===== src/rtl/adder_share_arbiter.sv =====
// ============================================================================
// Module   : adder_share_arbiter (+ ripple_carry_adder_8_bit)
// Purpose  : Time-shares one 8-bit ripple-carry adder among NREQ requesters.
//            The winner's operands are captured, the adder is given SETTLE
//            cycles, and the registered {carry, sum} is held until res_ack.
// Options  : `define ADDARB_ROUND_ROBIN_EN selects round-robin arbitration;
//            otherwise fixed priority, with the lowest index winning.
// Revision : 1.0 - initial release
// ============================================================================
`default_nettype none

module ripple_carry_adder_8_bit (
  input  logic [7:0] a,
  input  logic [7:0] b,
  input  logic       c0,
  output logic [7:0] sum,
  output logic       c8
);
  logic r_unused;
  logic carry;

  // The carry is walked bit by bit so the chain mirrors a real ripple adder.
  always_comb begin
    carry = c0;
    sum   = '0;
    for (int i = 0; i < 8; i++) begin
      sum[i] = a[i] ^ b[i] ^ carry;
      carry  = (a[i] & b[i]) | (carry & (a[i] ^ b[i]));
    end
    c8 = carry;
  end

  assign r_unused = 1'b0;
endmodule

module adder_share_arbiter #(
  parameter int NREQ   = 4,
  parameter int IDW    = 2,
  parameter int SETTLE = 2
) (
  input  logic              clk,
  input  logic              rst,
  input  logic [NREQ-1:0]   req,
  input  logic [8*NREQ-1:0] op_a,
  input  logic [8*NREQ-1:0] op_b,
  output logic [NREQ-1:0]   gnt,
  output logic              res_valid,
  output logic [IDW-1:0]    res_id,
  output logic [7:0]        res_sum,
  output logic              res_carry,
  input  logic              res_ack
);
  typedef enum logic [1:0] {
    IDLE = 2'd0,
    BUSY = 2'd1,
    DONE = 2'd2
  } state_t;

  state_t          r_state;
  logic [7:0]      r_op_a;
  logic [7:0]      r_op_b;
  logic [3:0]      r_cnt;
  logic            w_found;
  logic [IDW-1:0]  w_win;
  logic [7:0]      w_win_a;
  logic [7:0]      w_win_b;
  logic [NREQ-1:0] w_onehot;
  logic [7:0]      w_sum;
  logic            w_c8;

`ifdef ADDARB_ROUND_ROBIN_EN
  logic [IDW-1:0]  r_ptr;
  int              w_dist;
  int              w_best;

  // Distance 0 is the requester just after the last winner.
  always_comb begin
    w_found = 1'b0;
    w_win   = '0;
    w_dist  = 0;
    w_best  = NREQ;
    for (int j = 0; j < NREQ; j++) begin
      w_dist = (j + NREQ - 1 - int'(r_ptr)) % NREQ;
      if (req[j] && (w_dist < w_best)) begin
        w_best  = w_dist;
        w_win   = IDW'(j);
        w_found = 1'b1;
      end
    end
  end
`else
  always_comb begin
    w_found = |req;
    w_win   = '0;
    for (int j = NREQ - 1; j >= 0; j--) begin
      if (req[j]) w_win = IDW'(j);
    end
  end
`endif

  always_comb begin
    w_win_a = '0;
    w_win_b = '0;
    for (int j = 0; j < NREQ; j++) begin
      if (w_win == IDW'(j)) begin
        w_win_a = op_a[8*j +: 8];
        w_win_b = op_b[8*j +: 8];
      end
    end
  end

  assign w_onehot = {{(NREQ-1){1'b0}}, 1'b1} << w_win;

  // Only the captured operand registers ever reach the shared adder.
  ripple_carry_adder_8_bit u_adder (
    .a   (r_op_a),
    .b   (r_op_b),
    .c0  (1'b0),
    .sum (w_sum),
    .c8  (w_c8)
  );

  always_ff @(posedge clk) begin
    if (rst) begin
      r_state   <= IDLE;
      r_op_a    <= '0;
      r_op_b    <= '0;
      r_cnt     <= '0;
      gnt       <= '0;
      res_valid <= 1'b0;
      res_id    <= '0;
      res_sum   <= '0;
      res_carry <= 1'b0;
`ifdef ADDARB_ROUND_ROBIN_EN
      r_ptr     <= IDW'(NREQ - 1);
`endif
    end else begin
      case (r_state)
        IDLE: begin
          gnt <= '0;
          if (w_found) begin
            r_op_a  <= w_win_a;
            r_op_b  <= w_win_b;
            res_id  <= w_win;
            gnt     <= w_onehot;
            r_cnt   <= 4'(SETTLE);
            r_state <= BUSY;
`ifdef ADDARB_ROUND_ROBIN_EN
            r_ptr   <= w_win;
`endif
          end
        end
        BUSY: begin
          gnt   <= '0;
          r_cnt <= r_cnt - 4'd1;
          if (r_cnt == 4'd1) begin
            res_sum   <= w_sum;
            res_carry <= w_c8;
            res_valid <= 1'b1;
            r_state   <= DONE;
          end
        end
        DONE: begin
          if (res_ack) begin
            res_valid <= 1'b0;
            r_state   <= IDLE;
          end
        end
        default: r_state <= IDLE;
      endcase
    end
  end
endmodule

`default_nettype wire


===== config.mk =====
export PLATFORM = sky130hd
export DESIGN_NAME = adder_share_arbiter
export DESIGN_NICKNAME = d
export VERILOG_FILES = /design/src/rtl/adder_share_arbiter.sv
export SDC_FILE = /design/constraint.sdc
export NUM_CORES = 1
export LEC_CHECK = 0
export BUFFER_PORTS_ARGS = -buffer_cell sky130_fd_sc_hd__buf_4
export CAP_MARGIN = 20
export CORE_ASPECT_RATIO = 1.2
export CORE_MARGIN = 3
export CORE_UTILIZATION = 43
export CTS_CLUSTER_SIZE = 16
export DETAILED_ROUTE_END_ITERATION = 7
export GPL_TIMING_DRIVEN = 0
export PLACE_DENSITY = 0.78
export REMOVE_ABC_BUFFERS = 1
export SYNTH_ARGS = -nofsm -noshare
export SYNTH_HDL_FRONTEND = slang
export SYNTH_SLANG_ARGS = --single-unit

===== constraint.sdc =====
create_clock -name clk -period 3.5 [get_ports clk]
set_input_delay 0 -clock clk [delete_from_list [all_inputs] [get_ports clk]]
set_output_delay 0 -clock clk [all_outputs]
set_load 0.005 [all_outputs]

==> impl_metrics.py, run 1 <==
metrics = {
    "power": {
        "power_density_mw_per_mm2": 367,
        "p_leak_nw": 1.24,
        "ir_drop_mv": 0.179,
        "p_total_mw": 1.06,
    },
    "cts": {
        "cts_max_level": 2,
        "cts_tree": "built",
        "cts_buffers": 5,
        "clkLatencyLatePin_ps": 280,
        "cts_buffer_depth": 2,
        "numClockSinks": 38,
        "cts_setup_buffers": 0,
        "root_buffer": "clkbuf_8",
        "clk_pin_slew_ps": 70,
    },
    "floorplanning": {
        "initial_core_util_pct": 45.5,
        "io_pins": 87,
        "die_w_um": 70.1,
        "die_h_um": 83.0,
        "core_area_mm2": 0.00466,
        "die-area_mm2": 0.00582,
        "rows": 27,
    },
    "critical_path": {
        "cp.required_ps": 3710,
        "cp_top_family": "adder cells",
        "crit_chain": "ha_1, inv_1, fa_1, inv_1, fa_1, fa_2, fa_2, fa_2, fa_1, inv_1, fa_1, a211oi_2",
        "cp_common_cell": "fa_1",
        "path_max_fanout": 2,
        "max_stage_delay_ps": 430,
        "end_kind": "register",
        "startpoint_type": "register",
        "path_buf_inv": 3,
        "r2r_slack_ps": 180,
        "path_class": "reg -> reg",
        "cp.arrival_ps": 3540,
        "slowest_stage": "fa_1",
    },
    "run_status": {
        "status": "finished, final reports clean",
    },
    "yosys": {
        "yosys_warnings": 0,
        "yosys.area.top_type": "dfxtp_1",
        "synthCells": 249,
        "synth-simple-area-share_pct": 17.4,
        "synth_area_leaders": "dfxtp_1 (36%), a21oi_1 (7.5%), fa_1 (6.6%)",
        "ys_seq_area_share_pct": 35.8,
        "synth_edf_count": 0,
        "synth_top_area_share_pct": 35.8,
        "ys_dominant_reg_cell": "dfxtp_1",
        "async_reset_ff_share_pct": 0,
        "avgSynthCellArea_um2": 8.53,
        "synth_compound_area_share_pct": 27.0,
        "synth_common_cells": "dfxtp_1 (38), a21oi_1 (32), nand2_1 (24), nor2_1 (24), a211oi_1 (17)",
        "yosysUniqueCellTypes": 38,
        "netlist_area_mm2": 0.00212,
        "yosysMostFrequentCell": "dfxtp_1",
        "synth.area.mux_share_pct": 3.30,
        "synth-xor-area-share_pct": 0.825,
        "ys_seq_elements": 38,
        "synth_top_family_by_area": "compound AO/OA/AOI/OAI gates",
        "synthAdderAreaFrac_pct": 8.37,
    },
    "layout": {
        "final_util_pct": 61.7,
        "drive_gt1_share_pct": 32.4,
        "fin_nets": 407,
        "fillers": 441,
        "antennaDiodeCount": 0,
        "syn_to_final_growth_pct": 35.5,
    },
    "placed_design": {
        "place_congestion": 0.786,
        "dp_hpwl_um": 4240,
        "post-place-ws_ps": 42.3,
        "io_buffers": 86,
    },
    "drt": {
        "vias": 2071,
        "wl_um": 5530,
        "drt_pass1_iterations": 4,
        "ant_nets": 0,
        "drc_errors": 0,
        "viasPerCell": 5.38,
        "avgRoutedWirePerCell_um": 14.4,
        "first_iter_violations": 90,
    },
    "global_routing": {
        "grt-ovfl-total": 0,
        "antenna_found_initial": 0,
        "grt_usage_pct": 19.1,
        "grt_pass1_vias": 2107,
        "grt_pass1_wl_um": 9290,
        "grt_start_max_net_pins": 40,
    },
    "timing": {
        "tightest_slew_ps": 1060,
        "setup-tns-final_ps": 0,
        "period_minus_slack_ps": 3320,
        "rsz0062_at_grt": "no",
        "fin_crit_sh_pct": 94.9,
        "max_freq_mhz": 301,
        "final_max_slew_viol_count": 0,
        "slew_headroom_pct": 29.1,
        "worst_slack_ps": 179,
        "clock-skew-final_ps": 6.69,
        "setup_viol": 0,
        "hold_viol_final": 0,
        "whs_ps": 56.8,
    },
    "job": {
        "drv_cap": 0,
    },
    "min_path": {
        "hp-class": "in -> reg",
    },
}
## worst register-to-register path: cells and delay by family (launching register included)
family,cells,cell delay [ps]
buffers and inverters,3,190
AO/OA/AOI/OAI,1,170
adder cells (fa/ha/maj),8,2580
flip-flops,1,320
## layout by cell type, fill, tap and decap left out, types with 6 or more instances in the layout
master,n
buf_4,86
dfxtp_1,38
a21oi_1,32
nor2_1,24
nand2_1,24
a211oi_1,16
inv_1,15
nand3b_1,9
a22oi_1,8
a221oi_1,8
nor3_1,6
clkbuf_8,6
## registers in the layout (all words and copies together) (netlist names)
signal,flops
res_id,2
res_valid,1
r_state,2
res_sum,8
gnt,4
r_op_a,8
r_cnt,4
r_op_b,8
res_carry,1
## cell families (layout without fill, tap and decap cells)
kind of cell             Yosys count  after routing
AO/OA/AOI/OAI                     82             82
adder cells (fa/ha/maj)           10             10
buffers and inverters             34            112
multiplexers                       6              6
AND/OR/NAND/NOR                   77             77
XOR/XNOR                           2              2
flip-flops                        38             38
## per-stage QoR
step / instances / cell area [µm²]
global route: 385 / 2880
CTS: 385 / 2870
detailed placement: 375 / 2750
global placement: 374 / 2740
finish: 385 / 2880
floorplan: 230 / 2020
## report_power, final
part	switching, mW	total (mW)	leakage, nW	internal (mW)
clock network	0.147	0.305	0.0482	0.159
logic	0.123	0.260	0.880	0.136
registers	0.0249	0.491	0.312	0.466
## final cells by class
class | instances | area [µm²] | share of cell area [%]
multi-input combinational | 177 | 1220 | 42.4
clock buffer | 7 | 86.3 | 3.00
tap | 58 | 72.6 | 2.52
clock inverter | 1 | 5.00 | 0.174
inverter | 15 | 56.3 | 1.96
sequential | 38 | 761 | 26.4
timing repair buffer | 89 | 677 | 23.5
## what timing repair did
action | 4_1_cts | 5_1_grt
endpoints found under the hold margin | 2 | 0
hold buffers | 2 | 0
resized for setup | 0 | 4
endpoints found under the setup margin | 0 | 1
## final timing paths
kind	from	end	cells past startpoint
setup / recovery	r_op_a[0]	res_sum[7]	12
hold reg to reg	res_sum[4]	res_sum[4]	2
setup reg to reg	r_op_a[0]	res_sum[7]	12
hold / removal	op_a[13]	r_op_a[5]	3
## per-layer routing
metal / up-vias / routed length, µm / part of all wire (%) / track usage [%]
met5: - / 0 / 0 / 0
li1: 1043 / - / - / -
met3: 13 / 371 / 6.7 / 4.48
met1: 935 / 2270 / 41 / 23.0
met2: 80 / 2770 / 50 / 33.2
met4: 0 / 116 / 2.1 / 6.10
No activity file was read; power rests on OpenSTA's default activity.
==> run 2, diff against run 1 <==
- CORE_UTILIZATION: 43 -> 45
- CTS_BUF_LIST: not set -> sky130_fd_sc_hd__clkbuf_4 sky130_fd_sc_hd__clkbuf_8
- PLACE_DENSITY: 0.78 -> 0.81
- clock period: 3.5 -> 2.8 ns (I/O delays scaled with it)
==> impl_metrics.py, run 2 (same netlist as run 1, synthesis figures left out) <==
metrics = {
    "timing": {
        "fin_crit_sh_pct": 116,
        "setup_viol": 3,
        "final_max_slew_viol_count": 0,
        "tightest_slew_ps": 794,
        "rsz0062_at_grt": "yes",
        "clock-skew-final_ps": 7.08,
        "period_minus_slack_ps": 3250,
        "max_freq_mhz": 308,
        "slew_headroom_pct": 47.0,
        "worst_slack_ps": -449,
        "hold_viol_final": 0,
    },
    "layout": {
        "fillers": 382,
        "multi_input_area_mm2": 0.00124,
        "seq_area_um2": 762,
        "top_regs": "r_op_a: 8 flops, r_op_b: 8 flops, res_sum: 8 flops",
        "instances_no_fill": 386,
        "antennaDiodeCount": 0,
        "final_cell_mix": "buf_4 (89), dfxtp_1 (37), a21oi_1 (32), nor2_1 (24), nand2_1 (24)",
        "final_common_cell": "buf_4",
        "fin_nets": 410,
        "drive_gt1_share_pct": 36.4,
        "syn_to_final_growth_pct": 40.5,
        "post-route-cell-area_mm2": 0.00298,
    },
    "drt": {
        "drc_errors": 0,
        "met3_length_um": 328,
        "routedLengthMet1_um": 2370,
        "drt_pass1_iterations": 4,
        "avgRoutedWirePerCell_um": 15.3,
        "wl_um": 5910,
        "viasPerCell": 5.55,
        "ant_nets": 0,
        "vias": 2144,
        "met2_length_um": 3090,
        "top_layer": "met4",
        "first_iter_violations": 109,
    },
    "cts": {
        "clkLatencyLatePin_ps": 300,
        "cts_max_level": 2,
        "root_buffer": "clkbuf_8",
        "cts_tree": "built",
        "numClockSinks": 38,
        "cts_buffers": 5,
        "cts_buffer_depth": 2,
        "clk_pin_slew_ps": 80,
    },
    "power": {
        "power_density_mw_per_mm2": 516,
        "p_leak_nw": 1.28,
        "ir_drop_mv": 0.305,
    },
    "floorplanning": {
        "initial_core_util_pct": 48.3,
        "core_area_mm2": 0.00439,
        "die_h_um": 81.2,
        "io_pins": 87,
        "die-area_mm2": 0.00558,
        "rows": 26,
        "die_w_um": 68.7,
    },
    "critical_path": {
        "path_max_fanout": 2,
        "path_class": "reg -> reg",
        "end_kind": "register",
        "startpoint_type": "register",
        "cp.required_ps": 3030,
        "cp.arrival_ps": 3480,
    },
    "run_status": {
        "status": "complete, but fails checks",
        "violations": "setup timing",
    },
    "min_path": {
        "hp-class": "in -> reg",
    },
    "global_routing": {
        "grt_pass1_wl_um": 9380,
        "grt_pass1_vias": 2089,
        "grt-ovfl-total": 0,
        "antenna_found_initial": 0,
        "grt_usage_pct": 22.4,
        "grt_start_max_net_pins": 40,
    },
    "placed_design": {
        "place_inst": 373,
        "dp_hpwl_um": 4230,
        "io_buffers": 86,
        "post-place-ws_ps": -713,
        "place_congestion": 0.804,
        "place_area_mm2": 0.00275,
    },
    "job": {
        "drv_cap": 0,
    },
}
[run 2: cell types whose count changed in the layout (fill, tap and decap cells not counted), moves of 2 or more]
cell       before  now
bufinv_16       0    2
fa_2            3    7
buf_4          86   89
fa_1            4    0
inv_2           0    3
inv_1          15   12
[run 2: through the flow]
stage	utilization [%]	setup TNS [ps]	power, mW	hold WS (ps)
final	67.9	-724	1.54	42.6
after global placement	62.4	-1180	0.934	280
after floorplan	-	-789	0.788	64.6
after detailed placement	62.6	-1340	0.943	286
after CTS	67.2	-769	1.53	38.9
after global routing	67.9	-932	1.62	54.8
[run 2: cell type report]
| class | instances | share of cell area [%] |
|---|---|---|
| Clock buffer | 6 | 2.77 |
| Inverter | 15 | 1.89 |
| Tap cell | 56 | 2.35 |
| Multi-Input combinational cell | 177 | 41.5 |
| Clock inverter | 2 | 2.01 |
| Sequential cell | 38 | 25.5 |
| Timing Repair Buffer | 92 | 24.0 |
[run 2: path summary, 6_finish.rpt]
kind	start	endpoint	slack, ps	cells after the start
hold / removal	op_a[13]	r_op_a[5]	40	3
setup reg to reg	r_op_a[0]	res_sum[7]	-450	12
hold reg to reg	res_sum[3]	res_sum[3]	460	2
setup / recovery	r_op_a[0]	res_sum[7]	-450	12
[run 2: power by group]
group	total [mW]	switching [mW]	internal, mW	leakage (nW)
Clock	0.578	0.198	0.380	0.0714
Combinational	0.349	0.164	0.184	0.896
Sequential	0.614	0.0319	0.582	0.313
Total	1.54	0.394	1.15	1.28
[run 2: per-layer routing]
metal	global-route usage (%)	up-vias
li1	-	1052
met1	26.3	1015
met2	39.5	67
met3	5.26	10
met4	7.21	0
met5	0	-
[run 2: critical path, cell delays in order, from the launching register on]
cell,delay (ps)
dfxtp_2,330
ha_2,180
inv_2,50
fa_2,180
inv_2,30
fa_2,330
fa_2,360
fa_2,360
fa_2,350
fa_2,340
inv_2,60
fa_2,440
a211oi_2,170
[run 2: repair_timing]
action | in CTS | in global routing
setup buffers | 1 | 1
setup endpoints to repair | 3 | 3
pin swaps | 2 | 2
endpoints found under the hold margin | 2 | 0
hold buffers | 2 | 0
resized for setup | 14 | 0
==> run 3, diff against run 2 <==
- CORE_ASPECT_RATIO: 1.2 -> 1.75
- GPL_TIMING_DRIVEN: 0 -> not set
==> impl_metrics.py, run 3 (same netlist as run 1, synthesis figures left out) <==
metrics = {
    "global_routing": {
        "grt_pass1_vias": 2212,
        "grt_usage_pct": 22.1,
        "grt_start_max_net_pins": 40,
        "grt-ovfl-total": 0,
        "antenna_found_initial": 0,
        "grt_pass1_wl_um": 9940,
    },
    "critical_path": {
        "crit_cells": 12,
        "r2r_slack_ps": -440,
        "end_kind": "register",
        "critPathLaunch": "r_op_b[0]",
        "cp_top_family": "adder cells",
        "cp_common_cell": "fa_2",
        "crit_chain": "ha_4, inv_2, fa_2, inv_2, fa_2, fa_2, fa_2, fa_2, fa_2, inv_2, fa_2, a211oi_2",
        "r2r_end": "res_sum[7]",
        "path_class": "reg -> reg",
        "path_max_fanout": 2,
        "reg2reg_depth": 12,
        "timing.rr.start": "r_op_b[0]",
        "max_stage_delay_ps": 430,
        "cp.arrival_ps": 3450,
        "cp.required_ps": 3010,
        "path_buf_inv": 3,
        "startpoint_type": "register",
        "slowest_stage": "fa_2",
    },
    "timing": {
        "worst_slack_ps": -440,
        "hold_viol_final": 0,
        "period_minus_slack_ps": 3240,
        "rsz0062_at_grt": "yes",
        "final_max_slew_viol_count": 0,
        "slew_headroom_pct": 64.4,
        "fin_crit_sh_pct": 116,
        "setup_viol": 3,
        "max_freq_mhz": 309,
        "whs_ps": 48.7,
        "setup-tns-final_ps": -695,
        "clock-skew-final_ps": 8.54,
        "tightest_slew_ps": 534,
    },
    "floorplanning": {
        "die-area_mm2": 0.00561,
        "die_h_um": 96.9,
        "rows": 32,
        "initial_core_util_pct": 47.3,
        "io_pins": 87,
        "die_w_um": 57.9,
        "core_area_mm2": 0.00448,
    },
    "min_path": {
        "min-delay-start": "op_a[14]",
        "hp-class": "in -> reg",
        "hold-path-endpoint": "r_op_a[6]",
        "whs_path_depth": 3,
    },
    "cts": {
        "clk_pin_slew_ps": 80,
        "numClockSinks": 38,
        "cts_buffer_depth": 2,
        "root_buffer": "clkbuf_8",
        "cts_tree": "built",
        "cts_buffers": 5,
        "cts_max_level": 2,
        "clkLatencyLatePin_ps": 290,
    },
    "drt": {
        "drt_pass1_iterations": 4,
        "vias": 2122,
        "avgRoutedWirePerCell_um": 14.6,
        "ant_nets": 0,
        "viasPerCell": 5.54,
        "first_iter_violations": 53,
        "wl_um": 5590,
        "drc_errors": 0,
    },
    "layout": {
        "drive_gt1_share_pct": 37.0,
        "fillers": 381,
        "antennaDiodeCount": 0,
        "post-route-cell-area_mm2": 0.00295,
        "final_cell_mix": "buf_4 (92), dfxtp_1 (36), a21oi_1 (32), nor2_1 (24), nand2_1 (24)",
        "top_regs": "r_op_a: 8 flops, r_op_b: 8 flops, res_sum: 8 flops",
        "syn_to_final_growth_pct": 39.0,
        "fin_nets": 412,
        "final_common_cell": "buf_4",
    },
    "placed_design": {
        "post-place-ws_ps": -695,
        "dp_hpwl_um": 4290,
        "place_congestion": 0.816,
        "io_buffers": 86,
        "place_area_mm2": 0.00277,
    },
    "power": {
        "ir_drop_mv": 0.335,
        "power_density_mw_per_mm2": 477,
        "p_total_mw": 1.41,
        "p_leak_nw": 1.27,
    },
    "job": {
        "drv_cap": 0,
    },
    "run_status": {
        "status": "complete, but fails checks",
        "violations": "setup timing",
    },
}
## run 3: area by class of cell
cell class / instances / area (µm²) / area share, %
Multi-Input combinational cell: 177 / 1250 / 42.3
Sequential cell: 38 / 763 / 25.9
Timing Repair Buffer: 94 / 711 / 24.1
Clock buffer: 5 / 68.8 / 2.33
Tap cell: 51 / 63.8 / 2.16
Inverter: 15 / 56.3 / 1.91
Clock inverter: 3 / 40.0 / 1.36
## run 3: per-stage QoR
stage | util [%] | std cells
floorplan | - | 230
detailed placement | 61.8 | 372
CTS | 65.8 | 383
finish | 65.8 | 383
global placement | 61.8 | 372
global route | 65.8 | 383
## run 3: where the power goes
group / switching, mW / internal [mW] / total, mW
clock: 0.194 / 0.262 / 0.456
combinational: 0.158 / 0.180 / 0.338
sequential: 0.0315 / 0.583 / 0.614
## run 3: routing by layer
layer / part of all wire [%] / global-route usage (%) / wire [µm]
met2: 56 / 39.1 / 3130
met4: 1.9 / 10.2 / 104
met1: 38 / 25.2 / 2120
met5: 0 / 0 / 0
met3: 4.2 / 2.80 / 234
## run 3: worst register-to-register path, stage by stage (launching register included)
cell,delay [ps]
dfxtp_2,340
ha_4,150
inv_2,50
fa_2,190
inv_2,40
fa_2,330
fa_2,340
fa_2,360
fa_2,350
fa_2,340
inv_2,70
fa_2,430
a211oi_2,170
## run 3: repair_timing
item | CTS | global route
resized for setup | 16 | 0
buffers inserted | 1 | 0
hold endpoints to repair | 2 | 0
hold buffers | 2 | 0
pin swaps | 1 | 1
endpoints found under the setup margin | 3 | 3
## run 3: worst max path at each step
stage                            end  slack [ps]
after floorplan           res_sum[7]        -500
after global placement    res_sum[7]        -610
after detailed placement  res_sum[7]        -690
after CTS                 res_sum[7]        -440
after global routing      res_sum[7]        -540
final                     res_sum[7]        -440
